==> src/rtl/neokeon_decrypt_core_pkg.sv <==
// ============================================================================
// neokeon_decrypt_core_pkg : shared types, round constants and word helpers
// Rev 1.0
// ============================================================================
`default_nettype none

package neokeon_decrypt_core_pkg;

    localparam int NR    = 16;
    localparam int CNT_W = $clog2(NR + 1);

    typedef logic [CNT_W-1:0] cnt_t;

    typedef enum logic [1:0] {
        IDLE   = 2'd0,
        KEYGEN = 2'd1,
        ROUND  = 2'd2,
        FINAL  = 2'd3
    } state_e;

    // RC[0] sits in the least significant byte.
    localparam logic [8*(NR+1)-1:0] c_rc_table = {
        8'hD4, 8'h6A, 8'h35, 8'h97, 8'hC6, 8'h63, 8'hBC, 8'h5E, 8'h2F,
        8'h9A, 8'h4D, 8'hAB, 8'hD8, 8'h6C, 8'h36, 8'h1B, 8'h80
    };

    function automatic logic [7:0] rc_byte(input cnt_t idx);
        return c_rc_table[{idx, 3'b000} +: 8];
    endfunction

    function automatic logic [127:0] add_rc(input logic [127:0] s, input logic [7:0] rc);
        return s ^ {24'h0, rc, 96'h0};
    endfunction

    function automatic logic [31:0] rotl32(input logic [31:0] x, input int n);
        return (x << n) | (x >> (32 - n));
    endfunction

    function automatic logic [127:0] pi1(input logic [127:0] s);
        return {s[127:96], rotl32(s[95:64], 1), rotl32(s[63:32], 5), rotl32(s[31:0], 2)};
    endfunction

    function automatic logic [127:0] pi2(input logic [127:0] s);
        return {s[127:96], rotl32(s[95:64], 31), rotl32(s[63:32], 27), rotl32(s[31:0], 30)};
    endfunction

    function automatic logic [127:0] gamma(input logic [127:0] s);
        logic [31:0] a0, a1, a2, a3, t;
        {a0, a1, a2, a3} = s;
        a1 = a1 ^ (~a3 & ~a2);
        a0 = a0 ^ (a2 & a1);
        t  = a3;
        a3 = a0;
        a0 = t;
        a2 = a2 ^ a0 ^ a1 ^ a3;
        a1 = a1 ^ (~a3 & ~a2);
        a0 = a0 ^ (a2 & a1);
        return {a0, a1, a2, a3};
    endfunction

endpackage

`default_nettype wire

==> src/rtl/neokeon_dec_round.sv <==
// ============================================================================
// neokeon_dec_round : one combinational inverse round (Theta, RC, Pi1, Gamma, Pi2)
// Rev 1.0
// ============================================================================
`default_nettype none

module neokeon_dec_round
    import neokeon_decrypt_core_pkg::*;
(
    input  logic [127:0] i_key,
    input  logic [127:0] i_state,
    input  logic [7:0]   i_rc,
    output logic [127:0] o_state
);

    logic [127:0] w_theta;

    neokeon_theta u_theta (
        .i_key  (i_key),
        .i_data (i_state),
        .o_data (w_theta)
    );

    assign o_state = pi2(gamma(pi1(add_rc(w_theta, i_rc))));

endmodule

`default_nettype wire

==> src/rtl/neokeon_theta.sv <==
// ============================================================================
// neokeon_theta : Noekeon linear mixing layer with key addition (combinational)
// Rev 1.0
// ============================================================================
`default_nettype none

module neokeon_theta
    import neokeon_decrypt_core_pkg::*;
(
    input  logic [127:0] i_key,
    input  logic [127:0] i_data,
    output logic [127:0] o_data
);

    logic [31:0] w_t0, w_t1;
    logic [31:0] w_a0, w_a1, w_a2, w_a3;

    function automatic logic [31:0] mix(input logic [31:0] t);
        return t ^ rotl32(t, 8) ^ rotl32(t, 24);
    endfunction

    assign w_t0 = mix(i_data[127:96] ^ i_data[63:32]);
    assign w_a0 = i_data[127:96] ^ i_key[127:96];
    assign w_a1 = i_data[95:64]  ^ w_t0 ^ i_key[95:64];
    assign w_a2 = i_data[63:32]  ^ i_key[63:32];
    assign w_a3 = i_data[31:0]   ^ w_t0 ^ i_key[31:0];
    assign w_t1 = mix(w_a1 ^ w_a3);

    assign o_data = {w_a0 ^ w_t1, w_a1, w_a2 ^ w_t1, w_a3};

endmodule

`default_nettype wire

==> src/rtl/neokeon_decrypt_core.sv <==
// ============================================================================
// neokeon_decrypt_core : iterative Noekeon-128 direct-key decryption, 19 cycles/block
// Rev 1.0
// ============================================================================
`default_nettype none

module neokeon_decrypt_core
    import neokeon_decrypt_core_pkg::*;
(
    input  logic         inClk,
    input  logic         inReset,
    input  logic         inStart,
    input  logic [127:0] inDataKey,
    input  logic [127:0] inDataCipher,
    output logic [127:0] outDataPlain,
    output logic         outValid,
    output logic         outBusy
);

    state_e       state_q, state_d;
    cnt_t         cnt_q, cnt_d;
    logic [127:0] key_q, key_d;
    logic [127:0] data_q, data_d;
    logic [127:0] plain_q, plain_d;
    logic         valid_q, valid_d;
    logic         busy_q, busy_d;

    logic [127:0] w_theta_key, w_theta_in, w_theta_out, w_round_out;

    // Shared Theta: derives DK from WK in KEYGEN, finishes the block in FINAL.
    assign w_theta_key = (state_q == KEYGEN) ? '0 : key_q;
    assign w_theta_in  = (state_q == KEYGEN) ? key_q : data_q;

    neokeon_theta u_theta (
        .i_key  (w_theta_key),
        .i_data (w_theta_in),
        .o_data (w_theta_out)
    );

    neokeon_dec_round u_round (
        .i_key   (key_q),
        .i_state (data_q),
        .i_rc    (rc_byte(cnt_q)),
        .o_state (w_round_out)
    );

    always_comb begin
        state_d = state_q;
        cnt_d   = cnt_q;
        key_d   = key_q;
        data_d  = data_q;
        plain_d = plain_q;
        valid_d = 1'b0;
        busy_d  = busy_q;
        case (state_q)
            IDLE: begin
                if (inStart) begin
                    key_d   = inDataKey;
                    data_d  = inDataCipher;
                    busy_d  = 1'b1;
                    state_d = KEYGEN;
                end
            end
            KEYGEN: begin
                key_d   = w_theta_out;
                cnt_d   = cnt_t'(NR);
                state_d = ROUND;
            end
            ROUND: begin
                data_d = w_round_out;
                cnt_d  = cnt_q - cnt_t'(1);
                if (cnt_q == cnt_t'(1)) begin
                    state_d = FINAL;
                end
            end
            FINAL: begin
                plain_d = add_rc(w_theta_out, rc_byte(cnt_t'(0)));
                valid_d = 1'b1;
                busy_d  = 1'b0;
                state_d = IDLE;
            end
            default: state_d = IDLE;
        endcase
    end

    always_ff @(posedge inClk or posedge inReset) begin
        if (inReset) begin
            state_q <= IDLE;
            cnt_q   <= '0;
            key_q   <= '0;
            data_q  <= '0;
            plain_q <= '0;
            valid_q <= 1'b0;
            busy_q  <= 1'b0;
        end else begin
            state_q <= state_d;
            cnt_q   <= cnt_d;
            key_q   <= key_d;
            data_q  <= data_d;
            plain_q <= plain_d;
            valid_q <= valid_d;
            busy_q  <= busy_d;
        end
    end

    assign outDataPlain = plain_q;
    assign outValid     = valid_q;
    assign outBusy      = busy_q;

endmodule

`default_nettype wire

==> config.mk <==
export PLATFORM = sky130hd
export DESIGN_NAME = neokeon_decrypt_core
export DESIGN_NICKNAME = d
export VERILOG_FILES = /design/src/rtl/neokeon_decrypt_core_pkg.sv /design/src/rtl/neokeon_dec_round.sv /design/src/rtl/neokeon_theta.sv /design/src/rtl/neokeon_decrypt_core.sv
export SDC_FILE = /design/constraint.sdc
export NUM_CORES = 2
export LEC_CHECK = 0
export ABC_AREA = 1
export BUFFER_PORTS_ARGS = -buffer_cell sky130_fd_sc_hd__clkbuf_2
export CAP_MARGIN = 40
export CORE_MARGIN = 3
export CORE_UTILIZATION = 50
export CTS_BUF_LIST = sky130_fd_sc_hd__clkbuf_4 sky130_fd_sc_hd__clkbuf_8
export DETAILED_ROUTE_END_ITERATION = 12
export PLACE_DENSITY = 0.72
export SYNTH_ARGS = -nofsm -noshare
export SYNTH_HDL_FRONTEND = slang
export SYNTH_HIERARCHICAL = 1
export SYNTH_SLANG_ARGS = --single-unit
==> constraint.sdc <==
create_clock -name inClk -period 14.4 [get_ports inClk]
set_clock_uncertainty 0.15 [all_clocks]
set_input_delay 2.88 -clock inClk [delete_from_list [all_inputs] [get_ports inClk]]
set_output_delay 2.88 -clock inClk [all_outputs]
set_load 0.05 [all_outputs]
==> flow_summary.yaml <==
floorplanning:
  dieArea_mm2: 0.0849
  io_pins: 389
  fp.dieH_um: 291
  die_x_um: 291
  rows: 104
  coreArea_mm2: 0.0805
  initial_core_util: 0.506
global_routing:
  gr-usage-all-layers: 0.372
  grt_first_pass_wirelength_mm: 242
  antenna_found_initial: 10
  grt_overflow: 0
  grt_pass1_vias: 40600
  grt_max_degree: 213
clock_tree:
  cts_tree: "built"
  cts_setup_buffers: 0
  postCtsHoldBufs: 0
  ctsResizeCount: 0
  clkLatencyLatePin_ns: 0.68
  clk_pin_slew_worst_paths_ns: 0.06
  cts-root-buf: "clkbuf_8"
  cts_max_level: 3
  numCtsBuffers: 75
  clockBufferDepth: 3
  clock-sinks: 393
synth:
  yosys_most_used_dff: "dfrtp_1"
  syn_inst: 6883
  synth.distinct_cells: 31
  synth_top_area_share: 0.242
  ys_seq_area_frac: 0.242
  synth_nets: 7185
  synth_top_area_cell: "dfrtp_1"
  synth_edf_count: 0
  synth.area.top_cells: "dfrtp_1, nand2_1, nand3_1"
  synth-seq-cells: 393
  async_flop_share: 1.00
  syn_area_mm2: 0.0407
  avgSynthCellArea_um2: 5.92
  yosys_warnings: 6
sta:
  tightest_slew_ns: 1.02
  finalSetupTns_ns: 0
  hold_violations: 0
  max_freq_mhz: 179
  finalSetupViolCount: 0
  finalMaxSlewViolations: 0
  fin_crit_ns: 5.59
  rsz0062_at_grt: "false"
  slew_headroom: 0.313
  fin_crit_sh: 0.389
setup_path:
  cpMostUsedCell: "nand2_1"
  slowest_delay_ns: 0.63
  ff2ff_path_depth: 24
  reg2reg_from: "state_q[1]$_DFFE_PP0P_"
  crit_required_ns: 14.78
  critPathKind: "flip-flop to flip-flop"
  cp_cell_sequence: "inv_1 -> ha_4 -> buf_4 -> buf_16 -> buf_12 -> o21ai_0 -> xnor2_1 -> nand2_2 -> nand2_2 -> nand2_1 -> nand3_1 -> nand2_1 -> nand2_1 -> nand2_1 -> nand2_1 -> nand2_1 -> nand2_1 -> nand2_1 -> nand2_1 -> nand2_1 -> inv_1 -> nand2_1 -> o211ai_1 -> o21ai_0"
  path_buf_inv: 5
  reg2reg_to: "key_q[109]$_DFFE_PP0P_"
  worst-endpoint-arrival_ns: 5.98
  slowest_stage: "ha_4"
  end_kind: "flip-flop"
  crit_family: "buffers and inverters"
  cp-start-kind: "flip-flop"
  path_max_fanout: 212
  r2r_setup_slack_ns: 8.81
routing:
  dr.pass1.iters: 7
  wire_per_inst_um: 19.8
  drtAntennaViolNets: 0
  drt_iter0_markers: 6155
  drc: 0
  vias: 47100
  avgViaCountPerCell: 5.66
  drt_wl_total_mm: 165
cells_and_area:
  final_cell_area_mm2: 0.0452
  fill_cells: 8129
  nets: 7491
  syn_to_final_growth_pct: 11.1
  fin_util: 0.562
  layout-drive-gt1-share: 0.140
outcome:
  outcome: "finished, final reports clean"
place:
  placedInstanceArea_mm2: 0.0434
  dp_hpwl_mm: 135
  io_buffers: 388
  place_congestion: 1.06
min_path:
  whs_endpoint: "outDataPlain[8]$_DFFE_PP0P_"
  hp-start: "outDataPlain[8]$_DFFE_PP0P_"
  min_path_type: "flip-flop to flip-flop"
  hold_depth: 2
run:
  maxCapViolCount: 0
-- per-stage QoR --
stage / std cells / hold slack, ns / worst slack (ns)
after floorplan: 6883 / 0.340 / 0.444
after global placement: 8161 / 0.319 / 8.52
after detailed placement: 8170 / 0.326 / 8.44
after CTS: 8309 / 0.342 / 8.98
after global routing: 8312 / 0.360 / 8.36
final: 8314 / 0.337 / 8.81
-- layer usage --
metal / up-vias / part of all wire / GRT usage
met4: 6 / 0.057 / 0.187
met1: 21700 / 0.42 / 0.535
li1: 22500 / - / -
met5: - / 0.00020 / 0
met2: 2534 / 0.40 / 0.522
met3: 315 / 0.13 / 0.0785
-- how the worst max path moves through the flow --
stage | startpoint | end | slack [ns] | cells after the start
6_report | state_q[1]$_DFFE_PP0P_ | key_q[109]$_DFFE_PP0P_ | 8.81 | 24
5_1_grt | state_q[1]$_DFFE_PP0P_ | key_q[118]$_DFFE_PP0P_ | 8.36 | 22
4_1_cts | state_q[1]$_DFFE_PP0P_ | key_q[57]$_DFFE_PP0P_ | 8.98 | 26
3_5_place_dp | inStart | key_q[91]$_DFFE_PP0P_ | 8.44 | 7
3_3_place_gp | inStart | key_q[84]$_DFFE_PP0P_ | 8.52 | 7
2_1_floorplan | inReset | cnt_q[0]$_DFFE_PP0P_ | 0.44 | 1
-- registers in the layout (all words and copies together) (netlist names) --
| name | count |
|---|---|
| cnt_q | 5 |
| outValid | 1 |
| outDataPlain | 128 |
| data_q | 128 |
| outBusy | 1 |
| state_q | 2 |
| key_q | 128 |
-- logic make-up (layout without fill, tap and decap cells) --
kind of cell / Yosys count / in the layout / share of synthesized area
other cells: 0 / 3 / 0
fa+ha+maj: 43 / 43 / 0.0132
simple gates: 4382 / 4382 / 0.481
compound gates: 657 / 657 / 0.0889
buf+inv: 1115 / 1483 / 0.110
flops: 393 / 393 / 0.242
xor+xnor: 293 / 293 / 0.0652
-- Yosys cell counts (50+ instances only) --
library cell  instances
buf_2               102
o21ai_0             521
nand3_1            1115
o211ai_1            129
inv_2                50
dfrtp_1             393
nor2_1              183
nand2_2             300
inv_1               872
nand3_2              70
xor2_1              123
clkbuf_1             54
xnor2_1             158
nand3b_1            119
nand2_1            2573
-- worst min-delay path: stages, from the launching register on --
cell,delay (ns)
dfrtp_1,0.34
nand2_1,0.05
o21ai_0,0.06
-- cell type report --
class                           instances  area (um^2)  share of cell area
Inverter                              928         3500              0.0774
Clock inverter                         41          557              0.0123
Multi-Input combinational cell       5375        26500               0.585
Antenna cell                            3         7.51            0.000166
Sequential cell                       393         9830               0.217
Tap cell                             1060         1330              0.0293
Clock buffer                           98         1300              0.0287
Timing Repair Buffer                  416         2260              0.0500
-- cells in the final DEF, fill, tap and decap left out, types with 12 or more instances in the layout --
cell type / instances
nand3_1: 1115
inv_1: 870
clkbuf_8: 90
nor2_1: 183
xnor2_2: 12
bufinv_16: 13
nand2_1: 2572
o211ai_1: 129
dfrtp_1: 393
buf_4: 15
nand3_2: 70
nand3b_1: 119
inv_2: 49
o21ai_0: 521
nand2_2: 300
clkbuf_2: 388
xor2_1: 123
xnor2_1: 158
clkinv_2: 20
ha_1: 41
Power is not shown: default switching activity piles up to over one toggle a cycle in this logic, so the estimate is an artifact.
